`config.mk`:
```
export PLATFORM = sky130hd
export DESIGN_NAME = xmpl_dsp_cic
export DESIGN_NICKNAME = d
export VERILOG_FILES = /design/src/rtl/xmpl_dsp_cic.sv
export SDC_FILE = /design/constraint.sdc
export NUM_CORES = 1
export LEC_CHECK = 0
export BUFFER_PORTS_ARGS = -buffer_cell sky130_fd_sc_hd__buf_2
export CORE_UTILIZATION = 30
export DETAILED_ROUTE_END_ITERATION = 8
export PLACE_DENSITY = 0.44
export SYNTH_ARGS = -nofsm -noshare
export SYNTH_HDL_FRONTEND = slang
export SYNTH_SLANG_ARGS = --single-unit
```
`constraint.sdc`:
```
create_clock -name clk_i -period 11.6 [get_ports clk_i]
set_clock_uncertainty 0.1 [all_clocks]
set_input_delay 0 -clock clk_i [delete_from_list [all_inputs] [get_ports clk_i]]
set_output_delay 0 -clock clk_i [all_outputs]
set_load 0.005 [all_outputs]
```
`src/rtl/xmpl_dsp_cic.sv`:
```
// xmpl_dsp_cic: STAGES-order CIC decimator by DEC_R with per-session output framing.
// Integrators update on every accepted sample; the comb chain fires on the last sample of each group.
module xmpl_dsp_cic #(
   parameter  int unsigned IN_W      = 16,
   parameter  int unsigned STAGES    = 3,
   parameter  int unsigned DEC_R     = 8,
   parameter  int unsigned FRAME_LEN = 64,
   localparam int unsigned OUT_W     = IN_W + STAGES * $clog2(DEC_R)
) (
   input  logic             clk_i,
   input  logic             reset_i,
   input  logic             en_xmpl_dsp_cic_i,
   input  logic [IN_W-1:0]  din_i,
   input  logic             din_valid_i,
   output logic [OUT_W-1:0] dout_o,
   output logic             dout_valid_o,
   output logic             xmpl_dsp_cic_status_o,
   output logic             busy_o
);

   localparam int unsigned CNT_W  = $clog2(DEC_R);
   localparam int unsigned OCNT_W = $clog2(FRAME_LEN + 1);

   typedef enum logic [1:0] {
      ST_IDLE = 2'd0,
      ST_RUN  = 2'd1,
      ST_DONE = 2'd2
   } state_t;

   state_t             r_state;
   logic [OUT_W-1:0]   r_int [STAGES];
   logic [OUT_W-1:0]   r_dly [STAGES];
   logic [CNT_W-1:0]   r_dec_cnt;
   logic [OCNT_W-1:0]  r_out_cnt;
   logic [OUT_W-1:0]   r_dout;
   logic               r_dout_valid;
   logic               r_status;
   logic               r_busy;

   logic [OUT_W-1:0]   w_din_ext;
   logic [OUT_W-1:0]   w_int_nxt [STAGES];
   logic [OUT_W-1:0]   w_comb    [STAGES];

   // Integrator cascade uses the values being written this edge; combs chain off the last integrator.
   always_comb begin
      w_din_ext    = OUT_W'($signed(din_i));
      w_int_nxt[0] = r_int[0] + w_din_ext;
      for (int unsigned k = 1; k < STAGES; k++) begin
         w_int_nxt[k] = r_int[k] + w_int_nxt[k-1];
      end
      w_comb[0] = w_int_nxt[STAGES-1] - r_dly[0];
      for (int unsigned k = 1; k < STAGES; k++) begin
         w_comb[k] = w_comb[k-1] - r_dly[k];
      end
   end

   always_ff @(posedge clk_i or posedge reset_i) begin
      if (reset_i) begin
         r_state      <= ST_IDLE;
         r_dec_cnt    <= '0;
         r_out_cnt    <= '0;
         r_dout       <= '0;
         r_dout_valid <= 1'b0;
         r_status     <= 1'b0;
         r_busy       <= 1'b0;
         for (int unsigned k = 0; k < STAGES; k++) begin
            r_int[k] <= '0;
            r_dly[k] <= '0;
         end
      end else begin
         r_dout_valid <= 1'b0;
         case (r_state)
            ST_IDLE: begin
               // Datapath is held cleared here, so every session starts from zero state.
               r_dec_cnt <= '0;
               r_out_cnt <= '0;
               r_dout    <= '0;
               r_status  <= 1'b0;
               for (int unsigned k = 0; k < STAGES; k++) begin
                  r_int[k] <= '0;
                  r_dly[k] <= '0;
               end
               if (en_xmpl_dsp_cic_i) begin
                  r_state <= ST_RUN;
                  r_busy  <= 1'b1;
               end
            end
            ST_RUN: begin
               if (!en_xmpl_dsp_cic_i) begin
                  r_state <= ST_IDLE;
                  r_busy  <= 1'b0;
               end else if (din_valid_i) begin
                  for (int unsigned k = 0; k < STAGES; k++) begin
                     r_int[k] <= w_int_nxt[k];
                  end
                  if (r_dec_cnt == CNT_W'(DEC_R - 1)) begin
                     r_dec_cnt    <= '0;
                     r_dly[0]     <= w_int_nxt[STAGES-1];
                     for (int unsigned k = 1; k < STAGES; k++) begin
                        r_dly[k] <= w_comb[k-1];
                     end
                     r_dout       <= w_comb[STAGES-1];
                     r_dout_valid <= 1'b1;
                     r_out_cnt    <= r_out_cnt + OCNT_W'(1);
                     if (r_out_cnt == OCNT_W'(FRAME_LEN - 1)) begin
                        r_state  <= ST_DONE;
                        r_busy   <= 1'b0;
                        r_status <= 1'b1;
                     end
                  end else begin
                     r_dec_cnt <= r_dec_cnt + CNT_W'(1);
                  end
               end
            end
            ST_DONE: begin
               if (!en_xmpl_dsp_cic_i) begin
                  r_state  <= ST_IDLE;
                  r_status <= 1'b0;
               end
            end
            default: begin
               r_state <= ST_IDLE;
               r_busy  <= 1'b0;
            end
         endcase
      end
   end

   assign dout_o                = r_dout;
   assign dout_valid_o          = r_dout_valid;
   assign xmpl_dsp_cic_status_o = r_status;
   assign busy_o                = r_busy;

endmodule

```
* Word level (Yosys, flattened, before mapping)
Index checks and enable logic that the tools add are counted.
** Word-level totals
- Bits in registers :: 190
- Output and inout port bits :: 28
- Logic and storage cells :: 85
** Operators by class
- Add/sub/neg operators :: 8
- Reductions and logical operators :: 8
- Multiplexer cells :: 42
- Equal/unequal tests :: 13
- Bitwise operators :: 1
** Operators with widths (number)
- $mux 75 :: 5
- $pmux 75 s2 :: 2
- $add 25x25->25 :: 3
- $mux 25 :: 3
- $sub 25x25->25 :: 3
- $pmux 25 s2 :: 1
- $mux 7 :: 3
- $mux 1 :: 14
- $pmux 7 s2 :: 1
- $mux 2 :: 6
- $ne 2x2->1 const B :: 6
- $reduce_and 5->1 :: 2
- $mux 3 :: 3
- $ne 3x3->1 const B :: 3
- $add 7x1->7 const B :: 1
- $eq 7x6->1 const B :: 1
- $pmux 1 s3 :: 2
- $pmux 2 s3 :: 1
- $pmux 3 s2 :: 1
- $reduce_and 6->1 :: 1
- $reduce_and 4->1 :: 1
- $add 3x1->3 const B :: 1
- $eq 3x3->1 const B :: 1
- $reduce_and 3->1 :: 1
- 6 further kinds :: 6

* Longest topological paths before layout
- Depth after elaboration :: 10
- Mapped depth :: 47
- Depth with buffers taken out :: 47

* Worst setup path after synthesis
OpenSTA, ideal clock, no wires.
- Kind :: reg-to-reg
- Start :: register r_int[51] (netlist name)
- End :: register r_dout[24], in the netlist dout_o[24]
- Period minus slack after synthesis :: 8636 ps
- Buffers on the path :: 0
- Data required time :: 11379 ps
- Setup slack :: 2964 ps
- Setup time :: 121 ps
- Stages on the path, launching flop included :: 44
- Arrival :: 8415 ps
- Cells stage by stage :: dfrtp_1 > ha_1 > a21o_1 > a21oi_1 > o21bai_1 > a21oi_1 > a2111oi_0 > o21ai_0 > nand2b_1 > xor2_1 > ha_1 > and3_1 > a32o_1 > a21oi_1 > nand2_1 > xnor2_1 > ha_1 > inv_1 > [8 not listed] > o21a_1 > nor2_1 > xnor2_1 > ha_1 > and3_1 > a221o_1 > o21a_1 > o21a_1 > o41ai_1 > xnor2_1 > ha_1 > nand2_1 > o21ai_0 > a211oi_1 > o21bai_1 > a21o_1 > xnor3_1 > a22o_1
** On the way
- Cells in the longest elaborated chain, start to end :: 10
** Ends and longest elaborated chain
- from (decl) :: RTL line 31 : logic [OUT_W-1:0] r_int [STAGES];
- from (signal, indexed assignment) :: RTL line 94 : r_int[k] <= w_int_nxt[k];
- $add 25x25->25 :: RTL line 47 : w_int_nxt[0] = r_int[0] + w_din_ext;
- $add 25x25->25 (2 in series) :: RTL line 49 : w_int_nxt[k] = r_int[k] + w_int_nxt[k-1];
- $sub 25x25->25 :: RTL line 51 : w_comb[0] = w_int_nxt[STAGES-1] - r_dly[0];
- $sub 25x25->25 (2 in series) :: RTL line 53 : w_comb[k] = w_comb[k-1] - r_dly[k];
- $mux 25 :: RTL line 96 : if (r_dec_cnt == CNT_W'(DEC_R - 1)) begin
- $mux 25 :: RTL line 92 : end else if (din_valid_i) begin
- $mux 25 :: RTL line 89 : if (!en_xmpl_dsp_cic_i) begin
- $pmux 25 s2 :: RTL line 72 : case (r_state)
- to (signal assigned) :: RTL line 102 : r_dout <= w_comb[STAGES-1];
- to (decl) :: RTL line 35 : logic [OUT_W-1:0] r_dout;
No other way between the ends. The select of a mux whose other input is x is not followed.
A chain may end at the register's enable or synchronous reset.

* Worst setup path in the final report
Ends and elaborated chain as after synthesis.

==> results.md <==
- Status: finished with violations
- Violated checks: DRC
- Setup CP Type: flop to flop
- Slowest Stage Delay on Critical Path: 0.81 ns
- Fin crit share: 0.849
- Slowest CP cell: a2111oi_0
- Yosys Warn Count: 0
- Vias in the first global route: 10,952
- H-Tree Depth: 4
- Initial antenna violation count: 0
- Worst R2R Path Depth: 43
- Grt met1 use: 0.196
- EDFF count, synth: 0
- Met3 Use GR: 0.0180
- Worst hold slack: 0.0193 ns
- # DRC: 4
- Fmax: 102 MHz
- Die W: 216 µm
- Vias per cell: 5.01
- First-pass GRT wire length: 55,200 µm
- Setup TNS: 0 ns
- Max-Cap Viols: 0
- Cts hold-fix bufs: 5
- Cts repair resizes: 0
- Cells after Synth: 1,539
- Synth Area in Simple Gates: 0.126
- Endpoint class of the critical path: flop
- GRT Util Overall: 0.144
- CTS tree: yes
- Post-route ant nets: 0
- Later-pin clock latency in the skew report: 0.46 ns
- DR vias: 10,956
- Layout cells sized above 1: 0.0649
- Synthesis-to-layout area growth: 11.4%
- Clk pin slew, worst setup/hold paths: 0.07 ns
- GRT Max-Usage Layer: met2
- Relative slew slack: 0.360
- Final slew viol count: 0
- Setup crit start kind: flop
- Mapped Avg Cell Area: 8.92 µm²
- CP arrival: 10.09 ns
- Post-synthesis register bit count: 190
- Final hold vios: 0
- Final wirelength: 32,200 µm
- Most used cell, CP: ha_1
- Gpl congestion: 0.790
- Synthesized Nets: 1,721
- # rows: 78
- CTS buffer count: 17
- I/O pin cnt: 48
- Drt first pass iters: 7
- Worst slew pin tran: 0.961 ns
- Synth cell types: 70
- Main combinational cell family by area after synthesis: compound AO/OA/AOI/OAI gates
- Die Ht: 216 µm
- Post-synth top flop: dfrtp_1
- Post-synthesis adder-cell area fraction: 0.151
- Mux cell area share after synthesis: 0.000729
- Fill cells: 4,744
- # nets final: 1,758
- Full die area: 0.0466 mm²
- Synth Cell Area: 0.0137 mm²
- Complex-gate fraction of the synthesized area: 0.249
- IO Port Bufs: 47
- Clock Tree Buf Depth: 2
- Final min period: 9.85 ns
- Root Driver: clkbuf_16
- Final Setup Violations: 0
- Core ar.: 0.0453 mm²
- GR Overflow Total: 0
- RSZ-0062 raised after global routing: no
- Hold Crit Class: primary input to flop
- Ys async rst share: 1.00
- Setup Fix Bufs, Post-CTS: 0
- Detailed Place HPWL: 22,600 µm
- Critical Path RT: 11.84 ns
- CTS Sinks: 190
- Largest net degree at the start of global routing: 81
- Starting density of the core: 0.303
- Worst-path fanout max: 6
- GR Util met2: 0.236
- DR iter-0 viols: 441
- WL/cell: 14.7 µm
- XOR/XNOR share of the synthesized area: 0.0826
- Post-synthesis sequential area ratio: 0.346
- Min-Delay Path Depth: 4
- Commonest non-fill, non-tap cell in the layout: dfrtp_1
- Most frequent cells in the layout: dfrtp_1 (190), nand2_1 (165), ha_1 (156)
layout make-up:
class | count | area [µm²] | share of cell area
multi-input combinational | 1187 | 8390 | 0.549
tap | 600 | 751 | 0.0491
antenna | 1 | 2.50 | 0.000164
clock buffer | 20 | 467 | 0.0305
timing repair buffer | 60 | 345 | 0.0226
sequential | 190 | 4750 | 0.311
clock inverter | 10 | 113 | 0.00737
inverter | 120 | 458 | 0.0300
worst max-delay path, delay by kind of cell, from the launching register on:
kind / cells / cell delay [ns]
flops: 1 / 0.41
compound gates: 23 / 5.00
xor+xnor: 6 / 1.14
simple gates: 7 / 1.06
buf+inv: 1 / 0.05
fa+ha+maj: 6 / 1.97
synth_stat cells, types with 15 or more instances:
| cell type | instances | share of area |
|---|---|---|
| dfrtp_1 | 190 | 0.35 |
| a21o_1 | 41 | 0.022 |
| clkbuf_1 | 34 | 0.0093 |
| nor2b_1 | 22 | 0.010 |
| inv_1 | 119 | 0.033 |
| nand3_1 | 20 | 0.0073 |
| a21oi_1 | 100 | 0.036 |
| xnor2_1 | 81 | 0.052 |
| o21bai_1 | 15 | 0.0082 |
| ha_1 | 156 | 0.14 |
| o21a_1 | 25 | 0.014 |
| nor3_1 | 19 | 0.0069 |
| nand2_1 | 165 | 0.045 |
| o21ai_0 | 145 | 0.053 |
| a211oi_1 | 16 | 0.0088 |
| xor2_1 | 38 | 0.024 |
| a22o_1 | 76 | 0.049 |
| nor2_1 | 98 | 0.027 |
per-stage QoR:
step	std cells	utilization	instance area, µm²	worst slack [ns]
global route	2187	0.337	15300	0.698
detailed placement	2152	0.323	14600	1.77
floorplan	1539	-	13700	2.96
finish	2188	0.337	15300	1.75
global placement	2152	0.323	14600	2.11
CTS	2187	0.337	15300	1.71
worst paths after layout:
| check | from | to | slack (ns) |
|---|---|---|---|
| setup / recovery | r_int[51]$_DFFE_PP0P_ | dout_o[24]$_DFFE_PP0P_ | 1.75 |
| hold / removal | din_i[1] | r_int[51]$_DFFE_PP0P_ | 0.02 |
| setup reg to reg | r_int[51]$_DFFE_PP0P_ | dout_o[24]$_DFFE_PP0P_ | 1.75 |
| hold reg to reg | r_dec_cnt[1]$_DFFE_PP0P_ | r_dec_cnt[1]$_DFFE_PP0P_ | 0.38 |
| max in group asynchronous | reset_i | r_int[66]$_DFFE_PP0P_ | 10.02 |
| min in group asynchronous | reset_i | dout_o[2]$_DFFE_PP0P_ | 0.07 |
metal layers:
| layer | wire [µm] | part of all wire |
|---|---|---|
| met4 | 532 | 0.016 |
| met5 | 0 | 0 |
| met1 | 16100 | 0.50 |
| met2 | 15000 | 0.47 |
| met3 | 541 | 0.017 |
state kept, by name, summed over array words and instances, names as in the netlist:
register,count
busy_o,1
r_int,75
dout_o,25
r_dly,75
xmpl_dsp_cic_status_o,1
r_out_cnt,7
dout_valid_o,1
r_dec_cnt,3
r_state,2
cells by family (layout without fill, tap and decap cells):
group / after synthesis / in the layout
AOI/OAI and AO/OA: 516 / 516
and+or+nand+nor: 385 / 385
DFF: 190 / 190
adders and majority gates: 162 / 162
buffers and inverters: 162 / 210
xor gates and xnor gates: 123 / 123
muxes: 1 / 1
other: 0 / 1
Power is left out: the tool's default activity adds up to more than one toggle a clock period on the data nets, which glitch-free logic cannot reach.
